--- config.mk ---
export PLATFORM = sky130hd
export DESIGN_NAME = zephyr_seq_alu
export DESIGN_NICKNAME = d
export VERILOG_FILES = /design/src/rtl/zephyr_seq_alu.sv
export SDC_FILE = /design/constraint.sdc
export NUM_CORES = 1
export LEC_CHECK = 0
export ABC_AREA = 1
export CORE_MARGIN = 8
export CORE_UTILIZATION = 30
export CTS_CLUSTER_SIZE = 25
export DETAILED_ROUTE_END_ITERATION = 6
export GPL_TIMING_DRIVEN = 0
export REMOVE_ABC_BUFFERS = 1
export SYNTH_ARGS = -nofsm -noshare
export SYNTH_HDL_FRONTEND = slang
export SYNTH_SLANG_ARGS = --single-unit
export TNS_END_PERCENT = 30
--- constraint.sdc ---
create_clock -name CLK -period 6.4 [get_ports CLK]
set_input_delay 1.28 -clock CLK [delete_from_list [all_inputs] [get_ports CLK]]
set_output_delay 1.28 -clock CLK [all_outputs]
set_load 0.02 [all_outputs]
--- src/rtl/zephyr_seq_alu.sv ---
// zephyr_seq_alu: add/sub in one step, shift-add mul and restoring div over WIDTH steps.
// Optional: define ZEPHYR_ALU_FLAGS_EN to add the FLAG_Z / FLAG_C outputs.
module zephyr_seq_alu #(
   parameter int WIDTH = 8
) (
   input  logic             CLK,
   input  logic             RST,
   input  logic             START,
   input  logic [1:0]       OPCODE,
   input  logic [WIDTH-1:0] DATA_A,
   input  logic [WIDTH-1:0] DATA_B,
   output logic             BUSY,
   output logic             DONE,
   output logic [WIDTH-1:0] DATA_OUT,
   output logic             DIV_BY_ZERO
`ifdef ZEPHYR_ALU_FLAGS_EN
   ,
   output logic             FLAG_Z,
   output logic             FLAG_C
`endif
);

   localparam int CW = $clog2(WIDTH);

   localparam logic [1:0] OP_ADD = 2'd0;
   localparam logic [1:0] OP_SUB = 2'd1;
   localparam logic [1:0] OP_MUL = 2'd2;
   localparam logic [1:0] OP_DIV = 2'd3;

   typedef enum logic [1:0] {
      S_IDLE = 2'd0,
      S_EXEC = 2'd1,
      S_FIN  = 2'd2
   } state_t;

   state_t state_q, state_d;

   logic [1:0]       op_q, op_d;
   logic [WIDTH-1:0] opb_q, opb_d;
   logic [WIDTH-1:0] hi_q, hi_d;
   logic [WIDTH-1:0] lo_q, lo_d;
   logic [CW-1:0]    cnt_q, cnt_d;
   logic [WIDTH-1:0] out_q, out_d;
   logic             dbz_q, dbz_d;

   logic             accept;
   logic             quick;
   logic             last_iter;
   logic             is_mul;
   logic             commit;
   logic [WIDTH-1:0] res;
   logic             res_dbz;

   logic [WIDTH:0]   mul_sum;
   logic [WIDTH-1:0] mul_hi;
   logic [WIDTH-1:0] mul_lo;
   logic [WIDTH:0]   rem_sh;
   logic             div_ok;
   logic [WIDTH-1:0] div_rem;
   logic [WIDTH-1:0] div_q;

   // A new request is taken when idle or in the DONE cycle
   assign accept    = START && (state_q != S_EXEC);
   assign quick     = (OPCODE == OP_ADD) || (OPCODE == OP_SUB) ||
                      ((OPCODE == OP_DIV) && (DATA_B == '0));
   assign last_iter = (state_q == S_EXEC) && (cnt_q == CW'(WIDTH - 1));
   assign is_mul    = (op_q == OP_MUL);

   // Right-shifting multiplier: {hi,lo} ends as the full product
   assign mul_sum = {1'b0, hi_q} + (lo_q[0] ? {1'b0, opb_q} : '0);
   assign mul_hi  = mul_sum[WIDTH:1];
   assign mul_lo  = {mul_sum[0], lo_q[WIDTH-1:1]};

   // Restoring divider: hi holds the partial remainder, lo the quotient
   assign rem_sh  = {hi_q, lo_q[WIDTH-1]};
   assign div_ok  = rem_sh >= {1'b0, opb_q};
   assign div_rem = div_ok ? WIDTH'(rem_sh - {1'b0, opb_q})
                           : rem_sh[WIDTH-1:0];
   assign div_q   = {lo_q[WIDTH-2:0], div_ok};

   always_ff @(posedge CLK) begin
      if (RST) begin
         state_q <= S_IDLE;
      end else begin
         state_q <= state_d;
      end
   end

   always_comb begin
      state_d = state_q;
      unique case (state_q)
         S_IDLE, S_FIN: begin
            if (accept) begin
               state_d = quick ? S_FIN : S_EXEC;
            end else begin
               state_d = S_IDLE;
            end
         end
         S_EXEC: begin
            state_d = last_iter ? S_FIN : S_EXEC;
         end
         default: begin
            state_d = S_IDLE;
         end
      endcase
   end

   always_comb begin
      BUSY        = (state_q != S_IDLE);
      DONE        = (state_q == S_FIN);
      DATA_OUT    = out_q;
      DIV_BY_ZERO = dbz_q;
   end

   always_comb begin
      op_d    = op_q;
      opb_d   = opb_q;
      hi_d    = hi_q;
      lo_d    = lo_q;
      cnt_d   = cnt_q;
      out_d   = out_q;
      dbz_d   = dbz_q;
      res     = '0;
      res_dbz = 1'b0;
      commit  = 1'b0;
      if (accept) begin
         op_d   = OPCODE;
         opb_d  = DATA_B;
         hi_d   = '0;
         lo_d   = DATA_A;
         cnt_d  = '0;
         commit = quick;
         unique case (OPCODE)
            OP_ADD: res = DATA_A + DATA_B;
            OP_SUB: res = DATA_A - DATA_B;
            default: begin
               res     = '1;
               res_dbz = 1'b1;
            end
         endcase
      end else if (state_q == S_EXEC) begin
         cnt_d  = cnt_q + CW'(1);
         hi_d   = is_mul ? mul_hi : div_rem;
         lo_d   = is_mul ? mul_lo : div_q;
         commit = last_iter;
         res    = is_mul ? mul_lo : div_q;
      end
      if (commit) begin
         out_d = res;
         dbz_d = res_dbz;
      end
   end

   always_ff @(posedge CLK) begin
      if (RST) begin
         op_q  <= OP_ADD;
         opb_q <= '0;
         hi_q  <= '0;
         lo_q  <= '0;
         cnt_q <= '0;
         out_q <= '0;
         dbz_q <= 1'b0;
      end else begin
         op_q  <= op_d;
         opb_q <= opb_d;
         hi_q  <= hi_d;
         lo_q  <= lo_d;
         cnt_q <= cnt_d;
         out_q <= out_d;
         dbz_q <= dbz_d;
      end
   end

`ifdef ZEPHYR_ALU_FLAGS_EN
   logic fz_q, fz_d;
   logic fc_q, fc_d;
   logic res_c;

   always_comb begin
      fz_d  = fz_q;
      fc_d  = fc_q;
      res_c = 1'b0;
      if (accept) begin
         unique case (OPCODE)
            OP_ADD:  res_c = (res < DATA_A);
            OP_SUB:  res_c = (DATA_A < DATA_B);
            default: res_c = 1'b0;
         endcase
      end else begin
         res_c = is_mul && (mul_hi != '0);
      end
      if (commit) begin
         fz_d = (res == '0);
         fc_d = res_c;
      end
   end

   always_ff @(posedge CLK) begin
      if (RST) begin
         fz_q <= 1'b0;
         fc_q <= 1'b0;
      end else begin
         fz_q <= fz_d;
         fc_q <= fc_d;
      end
   end

   assign FLAG_Z = fz_q;
   assign FLAG_C = fc_q;
`endif

endmodule

* Word-level counts from Yosys, hierarchy flattened
Cells that the tools add are included.
Widths: inputs -> output; s select.
** Word-level totals
- Bits of input ports :: 21
- Output and inout port bits :: 11
- Word-level logic and storage cells :: 51
- Register bits :: 40
** Operators by class
- Reduce and logical (&&, ||, !) cells :: 13
- Multiplexer cells :: 17
- Magnitude comparators :: 1
- Add/sub/neg operators :: 5
- Equal/unequal tests :: 7
** Operators by type and width (count)
- $mux 8 :: 8
- $pmux 8 s2 :: 1
- $sub 8x8->8 :: 2
- $add 8x8->9 :: 1
- $ge 9x8->1 :: 1
- $add 8x8->8 :: 1
- $logic_not 8->1 :: 1
- $eq 2x2->1 const B :: 3
- $mux 2 :: 3
- $reduce_or 2->1 :: 3
- $eq 2x1->1 const B :: 2
- $logic_not 2->1 :: 2
- $mux 1 :: 4
- $pmux 2 s2 :: 1
- $reduce_bool 2->1 :: 2
- $add 3x1->3 const B :: 1
- $eq 3x3->1 const B :: 1
- $logic_and 1x1->1 :: 3
- $logic_or 1x1->1 :: 2
- $ne 2x1->1 const B :: 1

* Longest topological paths before layout
- Depth after elaboration :: 6
- Mapped depth :: 15
- Depth with buffers taken out :: 15

* Worst setup path after synthesis
OpenSTA, ideal clock, no wires.
- Path type :: input port to flip-flop
- From :: input port DATA_B[0]
- To :: register out_q[7] (netlist: DATA_OUT[7])
- Required time :: 6.330 ns
- Path buffers :: 0
- Slack :: 3.492 ns
- Arrival :: 2.838 ns
- Stages on the path :: 14
- Setup time :: 0.070 ns
- Cell sequence :: inv_1 -> ha_1 -> nand3_1 -> o21ai_0 -> xnor2_1 -> inv_1 -> ha_1 -> nand2_1 -> o21a_1 -> nand2_1 -> inv_1 -> nand2_1 -> nand3_1 -> a21oi_1
** On the way
- Cells in the longest elaborated chain, start to end :: 4
- Elaborated cells on any way between the ends :: 8
- Classes of those cells :: 2 x add/sub; 3 x mux; 3 x reduce/logical
** RTL lines
- start, declared :: line 11 : input logic [WIDTH-1:0] DATA_B,
- branches (longest 4 deep; another with $sub 8x8->8)
- end signal, assigned :: line 169 : out_q <= out_d;
- end, declared :: line 43 : logic [WIDTH-1:0] out_q, out_d;
Several ways; the timed one is not identified.
A chain may end at the register's enable or synchronous reset.

* Worst setup path after layout
- From :: input port DATA_B[0]
- To :: register out_q[5] (netlist: DATA_OUT[5])
Same word-level chain as after synthesis.

==> results.toml <==
[placement]
dp_slack_ns = 2.68
placed_cells = 629
hpwl_mm = 6.91
io_buffers = 31
gp_congestion = 0.900
dpl_cell_area_mm2 = 0.00360

[grt]
grt_pass1_vias = 3073
antenna_found_initial = 0
grt_max_degree = 26
grt_pass1_wl_mm = 14.6
gr-usage-all-layers_pct = 12.2
globalRouteOverflowTotal = 0

[clock_network]
root_buffer = "clkbuf_8"
cts_made_buffers = 5
cts.repair.resized = 0
clk_pin_slew_ns = 0.09
ctsHtreeMaxLevel = 2
hold_buffers = 0
clock_latency_ns = 0.29
cts_sinks = 40
tritoncts = "yes"
postCtsSetupBuffers = 0
clock_path_buffers = 2

[layout]
finalNetCount = 550
fin_cells = 637
drive_above_1_share_pct = 6.59
diodes = 0
synthToLayoutAreaGrowth_pct = 16.8
fin_area_mm2 = 0.00372

[sta]
clock.fmax_mhz = 290
worst-slew-pin-transition_ns = 0.810
setup_viol = 0
drv_slew = 0
setup_ws_ns = 2.96
finalCriticalPeriod_ns = 3.44
hold_viol = 0
maxSlewHeadroom_pct = 45.9
rsz0062_at_grt = "false"
min_period_over_period_pct = 53.8
clock_skew_ns = 0.0142
setup_tns_ns = 0

[setup_path]
cp.arrival_ns = 3.64
cp-end-kind = "flop"
worstSetupPathType = "in -> reg"
ff2ff_path_depth = 6
slowest_delay_ns = 0.49
crit_fanout = 4
cp_slowest_cell = "clkdlybuf4s50_1"
path_cells = "clkdlybuf4s50_1 > inv_1 > ha_1 > o21ai_0 > ha_1 > nand3_1 > nand2_1 > nand3_1 > nand2_1 > xor2_1 > a21oi_1 > nor2_1"
startpoint_type = "input pin"
cp.required_ns = 6.60

[synth]
async_reset_ff_share_pct = 0
synth_ff_type = "dfxtp_1"
syn_area_per_cell_um2 = 6.71
yosysWarnings = 0
yosys-top-cells-count = "97 x nand2_1, 76 x inv_1, 44 x a21oi_1, 41 x o21ai_0, 40 x dfxtp_1"
synth_edf_count = 0
yosysSeqAreaShare_pct = 25.2
synth_top_area_cell = "dfxtp_1"
synth_cell_types = 37
postSynthCellCount = 474
yosysMostFrequentCell = "nand2_1"
synth_top_cells_by_area = "dfxtp_1 25%, nand2_1 11%, ha_1 10%"
synth_top_area_share_pct = 25.2
netlist_area_mm2 = 0.00318
synth_seq_cells = 40

[power_and_ir_drop]
power_uw = 767
p_comb_share_pct = 35.9
p_int_uw = 489
seq_power_share_pct = 36.3
p_leak_uw = 0.00185
power_density_mw_per_mm2 = 206
p_clk_share_pct = 27.8
sw_frac_of_total_pct = 36.2
ir_drop_mv = 0.0868
switching_power_uw = 278

[flow_run]
max_cap_viol_count = 0

[drt]
wl_mm = 8.63
vias_per_cell = 4.80
drc = 0
drtAntennaViolNets = 0
wl_per_cell_um = 13.5
drt_first_pass_iters = 4
drt_iter0_drc = 186
route.vias.total = 3059

[floorplanning]
fp.dieH_um = 119
die_area_mm2 = 0.0142
start_util_pct = 30.8
ioPinCount = 32
die_w_um = 119
row_count = 37
core_mm2 = 0.0103

[outcome]
status = "finished clean"

[worst_hold_path]
holdPathStages = 2
hp-class = "reg -> reg"
[per-stage QoR]
stage                     utilization, %  hold slack (ns)
final                               36.0            0.473
after global routing                36.0            0.497
after CTS                           36.0            0.477
after detailed placement            34.9            0.464
after global placement              34.9            0.446
after floorplan                        -            0.430
[layout by cell type, fill, tap and decap left out, types with 8 or more instances in the layout]
| cell | synthesis | routed |
|---|---|---|
| xor2_1 | 11 | 11 |
| inv_1 | 76 | 76 |
| a21oi_1 | 44 | 44 |
| ha_1 | 26 | 26 |
| nand2_1 | 97 | 97 |
| dfxtp_1 | 40 | 40 |
| clkdlybuf4s50_1 | 0 | 31 |
| o21ai_0 | 41 | 41 |
| nand3_1 | 36 | 36 |
| nor2_1 | 26 | 26 |
| nand2_2 | 8 | 8 |
[metal layers]
layer,up-vias,share of wire [%],track usage (%)
li1,1613,-,-
met1,1376,48,15.3
met2,60,46,20.7
met3,10,4.5,2.88
met4,0,1.5,3.00
met5,-,0,0
[cell type report]
cell class	count	area (um2)
fill	1098	6610
clock buffer	5	68.8
inverter	79	297
sequential	40	801
multi-input combinational	343	2020
tap	136	170
clock inverter	3	47.5
timing repair buffer	31	310
[worst max-delay path: cells and delay by family]
kind	cells	cell delay, ns
fa+ha+maj	2	0.62
compound gates	2	0.60
buf+inv	2	0.58
simple gates	5	0.40
xor+xnor	1	0.15
[power groups by stage]
stage                     Combinational, uW  Sequential, uW  Clock, uW
final                                   275             278        213
after detailed placement                274             284          0
after global placement                  271             284          0
after global routing                    310             281        231
after floorplan                         191             287          0
after CTS                               276             279        221
[sequential cells by signal, indices dropped and copies added, names as in the netlist]
register	flops
DATA_OUT	8
DIV_BY_ZERO	1
cnt_q	3
hi_q	8
lo_q	8
op_q	2
opb_q	8
state_q	2
[kinds of logic after synthesis]
family / share of synthesized area (%)
compound gates: 19.9
flops: 25.2
buf+inv: 11.3
mux: 0.315
fa+ha+maj: 12.1
xor+xnor: 3.86
simple gates: 27.4
[final timing paths]
path	start	to	slack, ns
max	DATA_B[0]	DATA_OUT[5]	2.96
min	cnt_q[1]	cnt_q[1]	0.47
max reg2reg	op_q[0]	lo_q[7]	4.26
min reg2reg	cnt_q[1]	cnt_q[1]	0.47
Power figures use the tool's default switching activity.
==> patch 1, RTL diff (config.mk and constraints unchanged) <==
Add a define of `ZEPHYR_ALU_FLAGS_EN`.
--- a/src/rtl/zephyr_seq_alu.sv
+++ b/src/rtl/zephyr_seq_alu.sv
@@ -2,2 +2,4 @@
 // Optional: define ZEPHYR_ALU_FLAGS_EN to add the FLAG_Z / FLAG_C outputs.
+`define ZEPHYR_ALU_FLAGS_EN
+
 module zephyr_seq_alu #(
Behaviour (old outputs only; new: FLAG_C and FLAG_Z): unchanged (Yosys induction, for registers that start in step).
==> patch 1 against the unedited design <==
  * Global-route usage rose by 0.33 points
  * Via count rose by 12%
  * Clock power grew 38%
  * Sequential power increased by 6%
  * Sequential share of layout area shrank 1.5 points
  * Total power increased by 13%
  * Wire length grew 12%
  * Sequential cell count is 2 higher
  * Area after synthesis grew 12%
  * Setup slack lost 0.93 ns
  * Final area is 13% higher
  * Critical endpoint is now FLAG_C$_SDFFE_PP0P_
==> patch 1: results (changes against the unedited design) <==
status: "finished clean"
dr_wl_met3_um: 417  # +7.2%
highest_layer: "met4"
wl_met1_mm: 4.42  # +6.3%
synth_common_cells: "nand2_1, inv_1, a21oi_1"
vias_per_cell: 4.91  # +2.3%
netlist_top_cells_area: "dfxtp_1, ha_1, nand2_1, inv_1, a21oi_1"
clkSlewWorstSetupHoldPaths_ns: 0.06  # -0.03 ns
min_to: "cnt_q[1]$_SDFFE_PP0P_"
yosysSeqAreaShare: 0.236  # -0.0161
ff2ff_path_depth: 14  # +8
dp_hpwl_mm: 7.70  # +12%
cap_violations: 0  # unchanged
wl_met2_mm: 4.71  # +19%
crit_fanout: 4  # unchanged
insertion_delay_ns: 0.29  # about the same
synth-main-ff-cell: "dfxtp_1"
clock_skew_ns: 0.00508  # -0.00912 ns
fillers: 1282  # +17%
yosysWarningCount: 0  # unchanged
regToRegEndpoint: "FLAG_C$_SDFFE_PP0P_"
drt-initial-drc-count: 199  # +7.0%
p_leak_nw: 2.00  # +8.4%
ir_drop_mv: 0.0951  # +9.6%
cts_max_path_buffers: 2  # unchanged
maxSlewViolCount: 0  # unchanged
intPower_mw: 0.571  # +17%
gp_congestion: 0.891  # -1.0%
min-delay-start: "cnt_q[1]$_SDFFE_PP0P_"
nNetsFinal: 613  # +11%
reg2reg_slack_ns: 3.15  # -1.11 ns
critPathLaunch: "DATA_A[0]"
slew_headroom: 0.201  # -0.258
crit_arrival_ns: 4.58  # +0.94 ns
gr-usage-all-layers: 0.126  # +0.00332
wirelength_mm: 9.70  # +12%
dpl_worst_slack_ns: 1.76  # -0.920 ns
cts_root_buf: "clkbuf_16"
grt_max_degree: 35  # +35%
io_buffers: 33  # +6.5%
hold_ws_ns: 0.466  # -0.00726 ns
async_flop_share: 0  # unchanged
drive_above_1_share: 0.0729  # +0.00699
diodes: 0  # unchanged
yosys.cell_types.count: 41  # +11%
cts_made_buffers: 5  # unchanged
hold_depth: 2  # unchanged
grt_pass1_vias: 3406  # +11%
grt_pass1_wl_mm: 16.4  # +13%
htree_levels: 2  # unchanged
worstReg2RegStart: "state_q[0]$_SDFF_PP0_"
hp-class: "reg -> reg"
cts-resized-gates: 0  # unchanged
antenna_found_initial: 0  # unchanged
placed_area_um2: 4020  # +12%
drt_first_pass_iters: 5  # +1
-- patch 1: changes by cell type in the layout (fill, tap and decap cells not counted), sizes merged, moves of 4 or more --
| cell | before | now |
|---|---|---|
| xnor2 | 3 | 8 |
| o2111ai | 0 | 4 |
| nor2 | 29 | 38 |
| o211ai | 6 | 11 |
| a31oi | 2 | 9 |
| nand3 | 36 | 14 |
| nand3b | 5 | 0 |
| o21bai | 0 | 5 |
| inv | 79 | 94 |
| ha | 26 | 40 |
-- patch 1: layout make-up --
cell class                 instances  area [µm²]  area share
clock buffer                       5         125      0.0299
clock inverter                     3        43.8      0.0105
inverter                          93         349      0.0833
multi-input combinational        373        2320       0.553
sequential                        42         841       0.201
tap                              147         184      0.0439
timing repair buffer              33         330      0.0788
-- patch 1: critical path: stages --
cell	delay [ns]
clkdlybuf4s50_1	0.57
inv_1	0.07
ha_1	0.24
fa_1	0.43
o21ai_2	0.20
a21oi_1	0.10
o21bai_2	0.15
xor2_1	0.16
nand2_1	0.06
nand3_1	0.08
nand2_2	0.09
ha_1	0.28
nand2_1	0.09
nor2_1	0.05
a2111oi_0	0.33
nand2_1	0.10
nand2_1	0.11
nand2_1	0.07
a21oi_1	0.12
-- patch 1: through the flow --
step | utilization | instances
floorplan | - | 508
global placement | 0.340 | 688
detailed placement | 0.340 | 688
CTS | 0.355 | 696
global route | 0.355 | 696
finish | 0.355 | 696
-- patch 1: kinds of logic after synthesis --
| kind of cell | share of synthesized area |
|---|---|
| buf+inv | 0.115 |
| fa+ha+maj | 0.163 |
| simple gates | 0.210 |
| flops | 0.236 |
| xor+xnor | 0.0516 |
| compound gates | 0.226 |
-- patch 1: worst max path at each step --
| stage | to | slack (ns) | cells past startpoint |
|---|---|---|---|
| floorplan | FLAG_C$_SDFFE_PP0P_ | 2.76 | 18 |
| global placement | FLAG_C$_SDFFE_PP0P_ | 1.78 | 19 |
| detailed placement | FLAG_C$_SDFFE_PP0P_ | 1.76 | 19 |
| CTS | FLAG_C$_SDFFE_PP0P_ | 2.04 | 19 |
| global route | FLAG_C$_SDFFE_PP0P_ | 1.63 | 21 |
| finish | FLAG_C$_SDFFE_PP0P_ | 2.03 | 19 |
-- patch 1: per-layer routing --
metal / GRT usage / up-vias
met3: 0.0225 / 11
li1: - / 1778
met2: 0.225 / 70
met1: 0.148 / 1560
met5: 0 / -
met4: 0.0401 / 0
-- patch 1: power groups by stage --
stage          sequential (mW)  clock [mW]  combinational [mW]
3_3_place_gp             0.300           0               0.276
5_1_grt                  0.297       0.312               0.320
6_report                 0.295       0.293               0.282
2_1_floorplan            0.302           0               0.192
3_5_place_dp             0.300           0               0.280
4_1_cts                  0.295       0.300               0.282
==> patch 2, RTL diff (same settings) <==
Without the edit above. Add an input register stage for `START`, without a reset; this delays it by one clock. The other inputs are not delayed to match.
--- a/src/rtl/zephyr_seq_alu.sv
+++ b/src/rtl/zephyr_seq_alu.sv
@@ -35,2 +35,8 @@
 
+   logic START_q;
+
+   always_ff @(posedge CLK) begin
+      START_q <= START;
+   end
+
    state_t state_q, state_d;
@@ -62,3 +68,3 @@
    // A new request is taken when idle or in the DONE cycle
-   assign accept    = START && (state_q != S_EXEC);
+   assign accept    = START_q && (state_q != S_EXEC);
    assign quick     = (OPCODE == OP_ADD) || (OPCODE == OP_SUB) ||
Formal check against the unedited RTL: not equivalent (a bounded check fails within 4 cycles, from zero or initial values and one cycle with RST high).
==> patch 2 against the unedited design <==
  * Critical path type unchanged
  * Area after synthesis increased by 2.2%
  * Largest cell class unchanged
  * Setup slack worse by 0.081 ns
  * Final area rose by 0.77%
  * Wire length decreased by 5.6%
  * Total power is 3.9% lower
  * Count of clock-buffer cells in the layout increased by 1
  * Register-to-register slack got worse by 0.26 ns
  * Critical endpoint is now DATA_OUT[4]$_SDFFE_PP0P_
  * Sequential cell count increased by 1
==> patch 2: results (changes against the unedited design) <==
slew_headroom: 0.518  # +0.0594
synth_common_cells: "nand2_1, inv_1, dfxtp_1"
vias: 3051  # -0.26%
intPower_mw: 0.464  # -5.3%
yosys.cell_types.count: 40  # +8.1%
hp-class: "reg -> reg"
critPathSlowestCell: "clkdlybuf4s50_1"
nNetsFinal: 554  # +0.73%
cts_root_buf: "clkbuf_8"
cts-resized-gates: 0  # unchanged
cp_top_family: "buffers and inverters"
yosysSeqAreaShare: 0.252  # +0.000635
critPathMaxStageDelay_ns: 0.45  # -0.04 ns
insertion_delay_ns: 0.30
netlist_top_cells_area: "dfxtp_1, nand2_1, ha_1, inv_1, a21oi_1"
hold_ws_ns: 0.466  # -0.00696 ns
clock_skew_ns: 0.00967  # -0.00452 ns
gr-usage-all-layers: 0.116  # -0.00691
antenna_found_initial: 0  # unchanged
postCtsSetupBuffers: 0  # unchanged
grt_pass1_wl_mm: 14.0  # -4.0%
yosysWarningCount: 0  # unchanged
synth-main-ff-cell: "dfxtp_1"
reg2reg_slack_ns: 4.00  # -0.26 ns
io_buffers: 31  # unchanged
status: "finished clean"
ir_drop_mv: 0.100  # +16%
drive_above_1_share: 0.0851  # +0.0193
cts_max_path_buffers: 2  # unchanged
drt-initial-drc-count: 147  # -21%
grt_max_degree: 22  # -15%
fillers: 1147  # +4.5%
htree_levels: 2  # unchanged
wirelength_mm: 8.14  # -5.6%
grt_pass1_vias: 3003  # -2.3%
gp_congestion: 0.826  # -8.2%
crit_fanout: 6  # +2
cts_made_buffers: 5  # unchanged
diodes: 0  # unchanged
p_leak_nw: 1.79  # -3.0%
initial_core_util: 0.304  # -0.00411
drt_first_pass_iters: 4  # unchanged
dp_hpwl_mm: 6.54  # -5.3%
async_flop_share: 0  # unchanged
-- patch 2: power groups by stage --
stage / Combinational (mW) / Sequential [mW] / Clock, mW
after floorplan: 0.191 / 0.293 / 0
after global placement: 0.264 / 0.292 / 0
after detailed placement: 0.266 / 0.292 / 0
after CTS: 0.268 / 0.286 / 0.189
after global routing: 0.303 / 0.289 / 0.198
final: 0.266 / 0.287 / 0.184
-- patch 2: stage by stage --
stage	area, µm²	util	worst slack, ns	std cells
after detailed placement	3650	0.341	2.59	637
after CTS	3740	0.350	2.89	645
after floorplan	3160	-	3.47	466
after global routing	3740	0.350	2.66	645
after global placement	3650	0.341	2.61	637
final	3740	0.350	2.88	645
-- patch 2: area by class of cell --
cell class	count	area (µm²)	share of cell area
Tap cell	140	175	0.0468
Clock buffer	6	82.6	0.0221
Inverter	79	297	0.0792
Multi-Input combinational cell	346	2050	0.546
Sequential cell	41	821	0.219
Clock inverter	2	13.8	0.00368
Timing Repair Buffer	31	310	0.0829
-- patch 2: kinds of logic (layout without fill, tap and decap cells) --
family,after synthesis,in the layout,synth area share
multiplexers,2,2,0.00731
AO/OA/AOI/OAI,110,110,0.209
buffers and inverters,93,118,0.119
adder cells (fa/ha/maj),29,29,0.119
XOR/XNOR,12,12,0.0323
flip-flops,41,41,0.252
AND/OR/NAND/NOR,193,193,0.262
-- patch 2: final timing paths --
check | cells past startpoint | end | start
hold / removal | 2 | op_q[1]$_SDFFE_PP0P_ | op_q[1]$_SDFFE_PP0P_
hold reg to reg | 2 | op_q[1]$_SDFFE_PP0P_ | op_q[1]$_SDFFE_PP0P_
setup / recovery | 14 | DATA_OUT[4]$_SDFFE_PP0P_ | OPCODE[0]
setup reg to reg | 6 | cnt_q[2]$_SDFFE_PP0P_ | state_q[0]$_SDFF_PP0_
-- patch 2: worst reg2reg max path, cell delays in order, from the launching register on --
cell and delay [ns]:
dfxtp_1 0.39, nand2_2 0.20, nand2_1 0.60, inv_2 0.33
nor2_1 0.42, inv_1 0.21, a21oi_1 0.17
-- patch 2: routing by layer --
metal | GRT usage | share of wire | wire length (µm)
met1 | 0.152 | 0.49 | 4020
met2 | 0.196 | 0.47 | 3790
met3 | 0.0193 | 0.031 | 253
met4 | 0.0211 | 0.0092 | 75
met5 | 0 | 0 | 0
